<file path="src/rtl/alu_instr_sequencer.sv">
// Replays a small stored program of ALU instructions into the ALU/register-file block.
// Each instruction takes four cycles: fetch operands, write, read back, capture the result.
module alu_instr_sequencer #(
   parameter int AW    = 3,
   parameter int DEPTH = 2**AW,
   parameter int DW    = 8
) (
   input  logic            clk,
   input  logic            rst,
   input  logic            prog_we,
   input  logic [AW-1:0]   prog_addr,
   input  logic [2*DW+4:0] prog_data,
   input  logic [AW:0]     prog_len,
   input  logic            start,
   output logic            busy,
   output logic            done,
   output logic [DW-1:0]   A,
   output logic [DW-1:0]   B,
   output logic [1:0]      opcode,
   output logic [2:0]      write_addr,
   output logic            we,
   output logic [2:0]      read_addr,
   input  logic [DW-1:0]   read_data,
   output logic [DW-1:0]   result,
   output logic [2:0]      result_addr,
   output logic            result_valid
);

   typedef enum logic [2:0] {
      S_IDLE, S_FETCH, S_WRITE, S_READ, S_CAPTURE, S_DONE
   } state_t;

   state_t              r_state, w_next;
   logic [2*DW+4:0]     r_prog [DEPTH];
   logic [AW-1:0]       r_pc;
   logic [AW:0]         r_len;
   logic                r_busy, r_done, r_we, r_result_valid;
   logic [DW-1:0]       r_a, r_b, r_result;
   logic [1:0]          r_opcode;
   logic [2:0]          r_write_addr, r_read_addr, r_result_addr;

   logic [2*DW+4:0]     w_slot;
   logic [AW:0]         w_len_clamp;
   logic                w_last;

   assign w_slot      = r_prog[r_pc];
   assign w_len_clamp = (prog_len > (AW+1)'(DEPTH)) ? (AW+1)'(DEPTH) : prog_len;
   assign w_last      = ({1'b0, r_pc} == (r_len - (AW+1)'(1)));

   always_ff @(posedge clk or negedge rst) begin
      if (!rst) r_state <= S_IDLE;
      else      r_state <= w_next;
   end

   always_comb begin
      w_next = r_state;
      case (r_state)
         S_IDLE:    if (start) w_next = (w_len_clamp == '0) ? S_DONE : S_FETCH;
         S_FETCH:   w_next = S_WRITE;
         S_WRITE:   w_next = S_READ;
         S_READ:    w_next = S_CAPTURE;
         S_CAPTURE: w_next = w_last ? S_DONE : S_FETCH;
         S_DONE:    w_next = S_IDLE;
         default:   w_next = S_IDLE;
      endcase
   end

   // Program store is only writable while idle, so a run always sees a frozen program.
   always_ff @(posedge clk or negedge rst) begin
      if (!rst) begin
         for (int i = 0; i < DEPTH; i++) r_prog[i] <= '0;
      end else if (r_state == S_IDLE && prog_we) begin
         r_prog[prog_addr] <= prog_data;
      end
   end

   // Status strobes are registered from the next state so they line up with the state itself.
   always_ff @(posedge clk or negedge rst) begin
      if (!rst) begin
         r_pc           <= '0;
         r_len          <= '0;
         r_busy         <= 1'b0;
         r_done         <= 1'b0;
         r_we           <= 1'b0;
         r_result_valid <= 1'b0;
         r_a            <= '0;
         r_b            <= '0;
         r_opcode       <= '0;
         r_write_addr   <= '0;
         r_read_addr    <= '0;
         r_result       <= '0;
         r_result_addr  <= '0;
      end else begin
         r_busy         <= (w_next != S_IDLE);
         r_done         <= (w_next == S_DONE);
         r_we           <= (w_next == S_WRITE);
         r_result_valid <= 1'b0;
         case (r_state)
            S_IDLE: if (start) begin
               r_len <= w_len_clamp;
               r_pc  <= '0;
            end
            S_FETCH: begin
               r_opcode     <= w_slot[2*DW+4:2*DW+3];
               r_write_addr <= w_slot[2*DW+2:2*DW];
               r_a          <= w_slot[2*DW-1:DW];
               r_b          <= w_slot[DW-1:0];
            end
            S_WRITE: r_read_addr <= w_slot[2*DW+2:2*DW];
            S_CAPTURE: begin
               r_result       <= read_data;
               r_result_addr  <= r_read_addr;
               r_result_valid <= 1'b1;
               if (!w_last) r_pc <= r_pc + 1'b1;
            end
            default: ;
         endcase
      end
   end

   assign busy         = r_busy;
   assign done         = r_done;
   assign A            = r_a;
   assign B            = r_b;
   assign opcode       = r_opcode;
   assign write_addr   = r_write_addr;
   assign we           = r_we;
   assign read_addr    = r_read_addr;
   assign result       = r_result;
   assign result_addr  = r_result_addr;
   assign result_valid = r_result_valid;

endmodule

</file>
<file path="config.mk">
export PLATFORM = sky130hd
export DESIGN_NAME = alu_instr_sequencer
export DESIGN_NICKNAME = d
export VERILOG_FILES = /design/src/rtl/alu_instr_sequencer.sv
export SDC_FILE = /design/constraint.sdc
export NUM_CORES = 1
export LEC_CHECK = 0
export CORE_MARGIN = 2
export CORE_UTILIZATION = 52
export CTS_CLUSTER_SIZE = 28
export DETAILED_ROUTE_END_ITERATION = 16
export PLACE_DENSITY = 0.76
export SLEW_MARGIN = 10
export SYNTH_ARGS = -nofsm -noshare
export SYNTH_HDL_FRONTEND = slang
export SYNTH_SLANG_ARGS = --single-unit
export TNS_END_PERCENT = 20
</file>
<file path="constraint.sdc">
create_clock -name clk -period 1.67 [get_ports clk]
set_input_delay 0.334 -clock clk [delete_from_list [all_inputs] [get_ports clk]]
set_output_delay 0.334 -clock clk [all_outputs]
set_load 0.03 [all_outputs]
</file>
==> flow_summary.toml, run 1 <==
[worst_setup_path]
critical_path.startpoint_type = "flip-flop"
worstPathCellList = "nor3_4, nand3b_4, nor3b_4, buf_4, mux2_2"
buffers_and_inverters_on_the_worst_path = 1
critical-path-max-stage-delay_ns = 0.40
timing.setup.critical_path_class = "flip-flop to flip-flop"
crit_slowest_cell = "dfrtp_1"
crit_family = "simple AND/OR/NAND/NOR gates"
critical_path.max_fanout = 6
worst_endpoint_required_time_ns = 2.06
endpoint_kind = "flip-flop"
crit_arrival_ns = 2.31

[hold_path]
hold_path_class = "input port to async pin"

[routing]
maxUsedRoutingLayer = "met4"
totalWireLength_um = 22500
routedLengthMet1_um = 9520
viasPerCell = 5.89
antenna_left = 0
vias = 5991
post_drt_wl_per_cell_um = 22.1
drt_drc_violations_left = 0
met3_length_um = 957
dr.first_iter.drc_count = 375
detailroute.wirelength.met2_um = 11500
firstDrtPassIters = 6

[clocking]
cts_tree = "built"
cts-root-buf = "clkbuf_16"
total_cts_buffers = 23
clk_latency_ns = 0.50
cts-htree-levels = 1
clk_pin_slew_worst_paths_ns = 0.06
cts.sink_count = 217
cts-root-to-sink-buffers = 3

[place]
detailedPlacementHpwl_um = 13500
placement.io_buffers = 78
place_area_um2 = 11000
setup_slack_placement_ns = -0.362
place.gp.congestion = 0.803

[final_layout]
total_number_of_nets_in_the_final_design = 816
antenna_cells_inserted = 0
stdcell_area_um2 = 12100
final_layout_size_suffix_gt1_share_pct = 40.8
area_growth_syn_to_layout_pct = 27.0
mostFrequentLayoutCell = "dfrtp_1"
final_cell_mix = "dfrtp_1 (214), mux2_2 (107), nand2_1 (76), mux2_4 (60), mux4_2 (42)"

[sta]
finalSetupTns_ns = -27.35
timing_worst_slew_pin_value_ns = 0.399
final_worst_clock_skew_ns = 0.00892
setup_repair_after_global_routing_missed_its_margin = "true"
setup_viol_count_final = 169
finalWorstPathRequiredPeriod_ns = 1.92
final_hold_viol_count = 0
timing.fmax_mhz = 521
fin_worst_hold_slack_ns = 0.330
maxSlewViolCount = 0
final.setup.worst_slack_ns = -0.249
final_clock_period_utilization_by_the_worst_path_pct = 115
slew_headroom_pct = 73.4

[power_and_ir_drop]
netSwitchingPower_uw = 7470
share_clk_of_total_power_pct = 20.9
combPwrFrac_pct = 38.4
power_switching_share_pct = 32.4
cell_internal_pwr_uw = 15600
final_total_power_uw = 23000
sequentialPowerShare_pct = 40.6
p_per_area_nw_per_um2 = 1910
power.static_leakage_uw = 0.00551
peakVddDrop_v = 0.00128

[floorplanning]
die_w_um = 139
core_area_um2 = 18000
fp.dieH_um = 139
placementRows = 49
start_util_pct = 52.9
num_io_pins = 79
fp.dieArea_um2 = 19400

[global_routing]
grt_pass1_vias = 6516
antenna_found_initial = 0
grt_usage_pct = 22.7
grt_first_pass_wirelength_um = 35000
overflow = 0
grt_start_max_net_pins = 48

[yosys]
synth-seq-cells = 217
syn_avg_cell_area_um2 = 14.6
syn_nets = 694
syn_inst = 652
post_synth_instance_area_um2 = 9490
yosysSeqAreaShare_pct = 57.2
ys_warn_count = 0
synth_top_flop_cell = "dfrtp_1"
async_flop_share_pct = 100
synth_enable_flop_cells = 0
yosys.cell_types.count = 40

[job]
timing.max_cap.violations = 0

[status]
violations = "setup timing"
outcome = "finished, violations left"
## power groups by stage
stage	clock [µW]	sequential [µW]	combinational (µW)
2_1_floorplan	0	9690	5010
3_3_place_gp	0	9060	8110
3_5_place_dp	0	9330	8460
4_1_cts	4890	9260	8400
5_1_grt	5120	9640	9500
6_report	4820	9360	8850
## cell families (layout without fill, tap and decap cells)
| family | Yosys count | after routing | share of synthesized area (%) |
|---|---|---|---|
| and+or+nand+nor | 130 | 130 | 6.34 |
| xor gates and xnor gates | 2 | 2 | 0.329 |
| DFF | 217 | 217 | 57.2 |
| muxes | 217 | 217 | 30.6 |
| adders and majority gates | 2 | 2 | 0.264 |
| AOI/OAI and AO/OA | 39 | 39 | 2.58 |
| buffers and inverters | 45 | 182 | 2.65 |
## flip-flops by register name (all words and copies together), names as in the netlist, 2 cells and up
name and count:
r_pc 3, r_len 4, write_addr 3, read_addr 3, r_prog 168, B 8, result_addr 3, result 8
r_state 3, A 8, opcode 2
## routing by layer
layer / GRT usage [%] / up-vias
li1: - / 2601
met1: 29.9 / 3193
met2: 39.9 / 155
met3: 2.87 / 42
met4: 6.43 / 0
met5: 0 / -
## per-stage QoR
| step | instances | util (%) |
|---|---|---|
| 6_report | 1018 | 67.1 |
| 4_1_cts | 1013 | 65.4 |
| 2_1_floorplan | 652 | - |
| 5_1_grt | 1018 | 67.1 |
| 3_3_place_gp | 970 | 61.1 |
| 3_5_place_dp | 970 | 61.1 |
## layout make-up
| type | instances | area [µm²] |
|---|---|---|
| fillers | 1177 | 5900 |
| flip-flops and latches | 217 | 5430 |
| multi-input cells | 390 | 4130 |
| repair buffers | 137 | 1480 |
| clock buffers | 34 | 657 |
| well taps | 229 | 287 |
| clock inverters | 6 | 55.1 |
| inverters | 5 | 18.8 |
## repair_timing
action,4_1_cts,5_1_grt
hold buffers,1,0
pin swaps,2,5
endpoints found under the setup margin,213,173
setup buffers,2,1
hold endpoints to repair,34,0
gates resized for setup,64,52
cloned,0,4
## path summary, 6_finish.rpt
check / to / slack [ns] / start / cells after the start
setup / recovery: r_prog[75] / -0.25 / r_state[1] / 5
min in group clk: result[3] / 0.36 / read_data[3] / 3
setup reg to reg: r_prog[75] / -0.25 / r_state[1] / 5
hold reg to reg: result[0] / 0.47 / result[0] / 2
hold / removal: B[2] / 0.33 / rst / 2
max in group asynchronous: r_prog[95] / 0.74 / rst / 3
## cells in the mapped netlist, types with 3 or more instances
library cell  number  share of area (%)
clkbuf_1           9               0.36
a31oi_1           18                1.2
mux2_2           145                 17
mux4_2            42                 10
buf_2             15               0.79
a21oi_1            8               0.42
nand2_1           77                3.0
dfrtp_1          217                 57
mux2i_1            6               0.63
mux2_1            24                2.8
buf_6              4               0.47
o21ai_0            4               0.21
buf_4              9               0.71
nor2_1            31                1.2
nand3b_2           3               0.36
inv_1              5               0.20
buf_1              3               0.12
nand2b_1           6               0.40
No activity file was read; power rests on OpenSTA's default activity.
==> inputs of run 2 (changes only) <==
--- a/constraint.sdc
+++ b/constraint.sdc
@@ -3,2 +3,2 @@
 set_output_delay 0.334 -clock clk [all_outputs]
-set_load 0.03 [all_outputs]
+set_load 0.1 [all_outputs]
==> run 2 against run 1 <==
The run still ends with setup timing left. Critical path depth increased by 1. Global-route usage increased by 0.69 points. Maximum frequency increased by 2.4%. Clock skew decreased by 0.00065 ns. Register-to-register slack improved by 0.04 ns. Largest power group is now combinational cells. Via count decreased by 0.65%. Setup slack improved by 0.045 ns. Critical path type unchanged. Hold slack got worse by 0.029 ns. Die area unchanged. Sequential power increased by 2.7%. Combinational power increased by 39%.
==> flow_summary.toml, run 2 (same netlist as run 1, synthesis figures left out) <==
[place]
setup_slack_placement_ns = -0.344
dpl.cell_count = 969
detailedPlacementHpwl_um = 14000
placement.io_buffers = 78
place.gp.congestion = 0.825

[worst_setup_path]
crit_arrival_ns = 2.24
critical_path.max_fanout = 17
timing.setup.critical_path_class = "flip-flop to flip-flop"
critical_path.startpoint_type = "flip-flop"
worst_endpoint_required_time_ns = 2.04
endpoint_kind = "flip-flop"

[final_layout]
mostFrequentLayoutCell = "dfrtp_1"
final-seq-area_um2 = 5430
final_layout_size_suffix_gt1_share_pct = 43.9
largest_reg_flops = 168
final_cell_mix = "dfrtp_1 (214), mux2_2 (119), nand2_1 (75), buf_12 (55), mux4_2 (42)"
antenna_cells_inserted = 0
final-instance-count-excl-fill = 1013
fillCellCount = 1170
total_number_of_nets_in_the_final_design = 812
area_growth_syn_to_layout_pct = 29.9
multi_input_comb_area_um2 = 4020
registers.top_by_ff_count = "r_prog"

[sta]
setup_repair_after_global_routing_missed_its_margin = "true"
final_worst_clock_skew_ns = 0.00827
timing_worst_slew_pin_value_ns = 0.403
timing.fmax_mhz = 534
final_hold_viol_count = 0
final.setup.worst_slack_ns = -0.204
setup_viol_count_final = 169
finalSetupTns_ns = -21.57
slew_headroom_pct = 73.1
final_clock_period_utilization_by_the_worst_path_pct = 112
maxSlewViolCount = 0
finalWorstPathRequiredPeriod_ns = 1.87

[routing]
antenna_left = 0
vias = 5952
drt_drc_violations_left = 0
dr.first_iter.drc_count = 325
post_drt_wl_per_cell_um = 21.9
firstDrtPassIters = 4
totalWireLength_um = 22200
viasPerCell = 5.88

[clocking]
clk_pin_slew_worst_paths_ns = 0.06
clk_latency_ns = 0.50
cts_tree = "built"
cts-root-buf = "clkbuf_16"
total_cts_buffers = 22
cts-root-to-sink-buffers = 3
cts.sink_count = 217
cts-htree-levels = 1

[floorplanning]
start_util_pct = 52.9
core_area_um2 = 18000
num_io_pins = 79
die_w_um = 139
fp.dieH_um = 139
placementRows = 49
fp.dieArea_um2 = 19400

[global_routing]
grt_pass1_vias = 6667
grt_start_max_net_pins = 79
antenna_found_initial = 0
grt_first_pass_wirelength_um = 36000
grt_usage_pct = 23.3
overflow = 0

[power_and_ir_drop]
power.static_leakage_uw = 0.00552
final_total_power_uw = 26900
p_per_area_nw_per_um2 = 2180
peakVddDrop_v = 0.00185

[status]
outcome = "finished, violations left"
violations = "setup timing"

[job]
timing.max_cap.violations = 0

[hold_path]
hold_path_class = "input port to async pin"
run 2: changes by cell type in the layout (fill, tap and decap cells not counted), moves of 4 or more:
| cell | previous run | this run |
|---|---|---|
| buf_12 | 18 | 55 |
| dlygate4sd2_1 | 37 | 0 |
| mux2_4 | 60 | 28 |
| mux2_1 | 2 | 22 |
| mux2_2 | 107 | 119 |
| clkbuf_8 | 5 | 9 |
run 2: metal layers:
metal  routed length, µm  vias up  global-route usage [%]
li1                    -     2595                       -
met1                9220     3201                    30.8
met2               11700      121                    41.4
met3                 766       35                    3.04
met4                 474        0                    6.06
met5                   0        -                       0
run 2: repair_timing:
item                                    in CTS  in global routing
gates cloned                                 1                  0
endpoints found under the setup margin     180                177
hold buffers                                 1                  0
pin swaps                                    6                  1
endpoints found under the hold margin       25                  0
buffers inserted                             3                  1
resized for setup                           17                 32
run 2: metrics by stage:
step	instance area (µm²)	util (%)	hold slack [ns]
after floorplan	9520	-	0.0384
after global placement	11300	63.1	0.251
after detailed placement	11300	63.1	0.247
after CTS	12200	67.9	0.295
after global routing	12300	68.7	0.312
final	12300	68.7	0.301
run 2: where the power goes:
part	total (µW)	switching (µW)	leakage (µW)	internal, µW
registers	9610	1790	0.00270	7820
clock network	4970	1960	0.000368	3010
logic	12300	6450	0.00245	5890
total	26900	10200	0.00552	16700
run 2: cell type report:
class                           count  area share [%]
Tap cell                          229            2.32
Sequential cell                   217            44.0
Inverter                            5           0.152
Clock inverter                      3           0.325
Clock buffer                       35            5.68
Multi-Input combinational cell    390            32.6
Timing Repair Buffer              134            14.9
run 2: path summary, 6_finish.rpt:
| path | endpoint | from | cells past startpoint | slack, ns |
|---|---|---|---|---|
| setup / recovery | r_prog[16] | r_state[0] | 6 | -0.20 |
| hold / removal | B[0] | rst | 2 | 0.30 |
| setup reg to reg | r_prog[16] | r_state[0] | 6 | -0.20 |
| hold reg to reg | r_prog[13] | r_prog[13] | 1 | 0.48 |
| max in group asynchronous | r_pc[0] | rst | 3 | 0.67 |
| min in group clk | result[5] | read_data[5] | 3 | 0.37 |
run 2: worst max-delay path: stages (launching register included):
cell	delay, ns
dfrtp_2	0.43
nor3_4	0.26
buf_4	0.15
and3_4	0.25
nand3_2	0.12
buf_12	0.19
mux2_1	0.34
==> inputs of run 3 (changes only) <==
Settings changed: REMOVE_ABC_BUFFERS from default to 1.
==> run 3 against run 2 <==
Largest power group unchanged. The flow still finishes with violations (setup timing). Critical path depth shrank 1. First-iteration DRC count up 9.8%. Non-clock buffer count down 13. Highest routed layer unchanged. Critical path type unchanged.
==> flow_summary.toml, run 3 (same netlist as run 1, synthesis figures left out) <==
[routing]
firstDrtPassIters = 4
vias = 5794
totalWireLength_um = 20500
post_drt_wl_per_cell_um = 20.5
viasPerCell = 5.78
dr.first_iter.drc_count = 357
drt_drc_violations_left = 0
antenna_left = 0

[clocking]
cts-root-buf = "clkbuf_16"
cts_tree = "built"
cts_setup_buffers = 0
clk_pin_slew_worst_paths_ns = 0.06
clk_latency_ns = 0.50
cts-htree-levels = 1
cts-root-to-sink-buffers = 3
cts.sink_count = 217
total_cts_buffers = 23

[final_layout]
total_number_of_nets_in_the_final_design = 800
area_growth_syn_to_layout_pct = 28.5
largest_reg_flops = 168
stdcell_area_um2 = 12200
mostFrequentLayoutCell = "dfrtp_1"
final_layout_size_suffix_gt1_share_pct = 43.1
antenna_cells_inserted = 0
registers.top_by_ff_count = "r_prog"
final_cell_mix = "dfrtp_1 (214), mux2_2 (118), nand2_1 (75), buf_12 (57), mux4_2 (42)"

[floorplanning]
start_util_pct = 52.9
placementRows = 49
fp.dieArea_um2 = 19400
die_w_um = 139
num_io_pins = 79
fp.dieH_um = 139
core_area_um2 = 18000

[job]
timing.max_cap.violations = 0

[sta]
final.setup.worst_slack_ns = -0.139
slew_headroom_pct = 60.8
timing_worst_slew_pin_value_ns = 0.588
finalWorstPathRequiredPeriod_ns = 1.81
maxSlewViolCount = 0
final_clock_period_utilization_by_the_worst_path_pct = 108
final_hold_viol_count = 0
final_worst_clock_skew_ns = 0.00739
setup_viol_count_final = 162
fin_worst_hold_slack_ns = 0.331
timing.fmax_mhz = 553
setup_repair_after_global_routing_missed_its_margin = "true"

[worst_setup_path]
timing.setup.critical_path_class = "flip-flop to flip-flop"
worst_endpoint_required_time_ns = 2.05
r2r_setup_slk_ns = -0.14
critical_path.max_fanout = 21
endpoint_kind = "flip-flop"
worst_r2r_endpoint = "r_prog[77]"
worst-r2r-cell-count = 5
worst_r2r_startpoint = "r_state[2]"
critical_path.startpoint_type = "flip-flop"
crit_arrival_ns = 2.19

[global_routing]
grt_first_pass_wirelength_um = 34400
grt_usage_pct = 22.2
grt_start_max_net_pins = 57
antenna_found_initial = 0
overflow = 0
grt_pass1_vias = 6434

[place]
place_area_um2 = 11300
place.gp.congestion = 0.792
placement.io_buffers = 78
detailedPlacementHpwl_um = 13000

[hold_path]
hold_path_class = "input port to async pin"

[status]
outcome = "finished, violations left"
violations = "setup timing"

[power_and_ir_drop]
p_per_area_nw_per_um2 = 2170
peakVddDrop_v = 0.00183
power.static_leakage_uw = 0.00543
[run 3: through the flow]
step	worst slack [ns]	utilization, %	total power (µW)	TNS, ns	instances
CTS	-0.136	67.3	26400	-13.53	1002
finish	-0.139	67.9	26500	-13.31	1002
global placement	-0.404	62.9	20800	-42.41	961
global route	-0.211	67.9	27800	-24.18	1002
detailed placement	-0.451	62.9	21300	-48.63	961
floorplan	-1.25	-	16900	-92.75	612
[run 3: power by group]
group / internal, µW / leakage, µW / switching (µW)
Sequential: 7830 / 0.00270 / 1710
Combinational: 5860 / 0.00238 / 6290
Clock: 2800 / 0.000347 / 1980
Total: 16500 / 0.00543 / 9990
[run 3: how the worst max path moves through the flow]
stage / from / to / cells past startpoint
floorplan: r_pc[0] / write_addr[0] / 3
global placement: prog_addr[0] / r_prog[63] / 5
detailed placement: prog_addr[0] / r_prog[79] / 5
CTS: r_state[1] / r_prog[78] / 5
global route: r_state[2] / r_prog[16] / 6
finish: r_state[2] / r_prog[77] / 5
[run 3: layer usage]
layer,wire [µm],up-vias,track usage (%)
li1,-,2582,-
met1,9090,3036,30.6
met2,10100,146,36.8
met3,1050,30,4.18
met4,296,0,5.74
met5,0,-,0
[run 3: cell type report]
type / instances / area (µm²)
repair buffers: 121 / 1740
inverters: 5 / 18.8
clock inverters: 4 / 22.5
clock buffers: 36 / 684
fillers: 1226 / 5760
multi-input cells: 390 / 4010
flip-flops and latches: 217 / 5430
well taps: 229 / 287
[run 3: what timing repair did]
action	4_1_cts	5_1_grt
endpoints found under the hold margin	37	0
gates resized for setup	20	30
pin swaps	2	2
hold buffers	1	0
endpoints found under the setup margin	174	185
[run 3: critical path: stages, from the launching register on]
cell,delay (ns)
dfrtp_1,0.41
nor3_4,0.24
nand3b_4,0.18
nor3b_4,0.26
buf_12,0.23
mux2_2,0.36
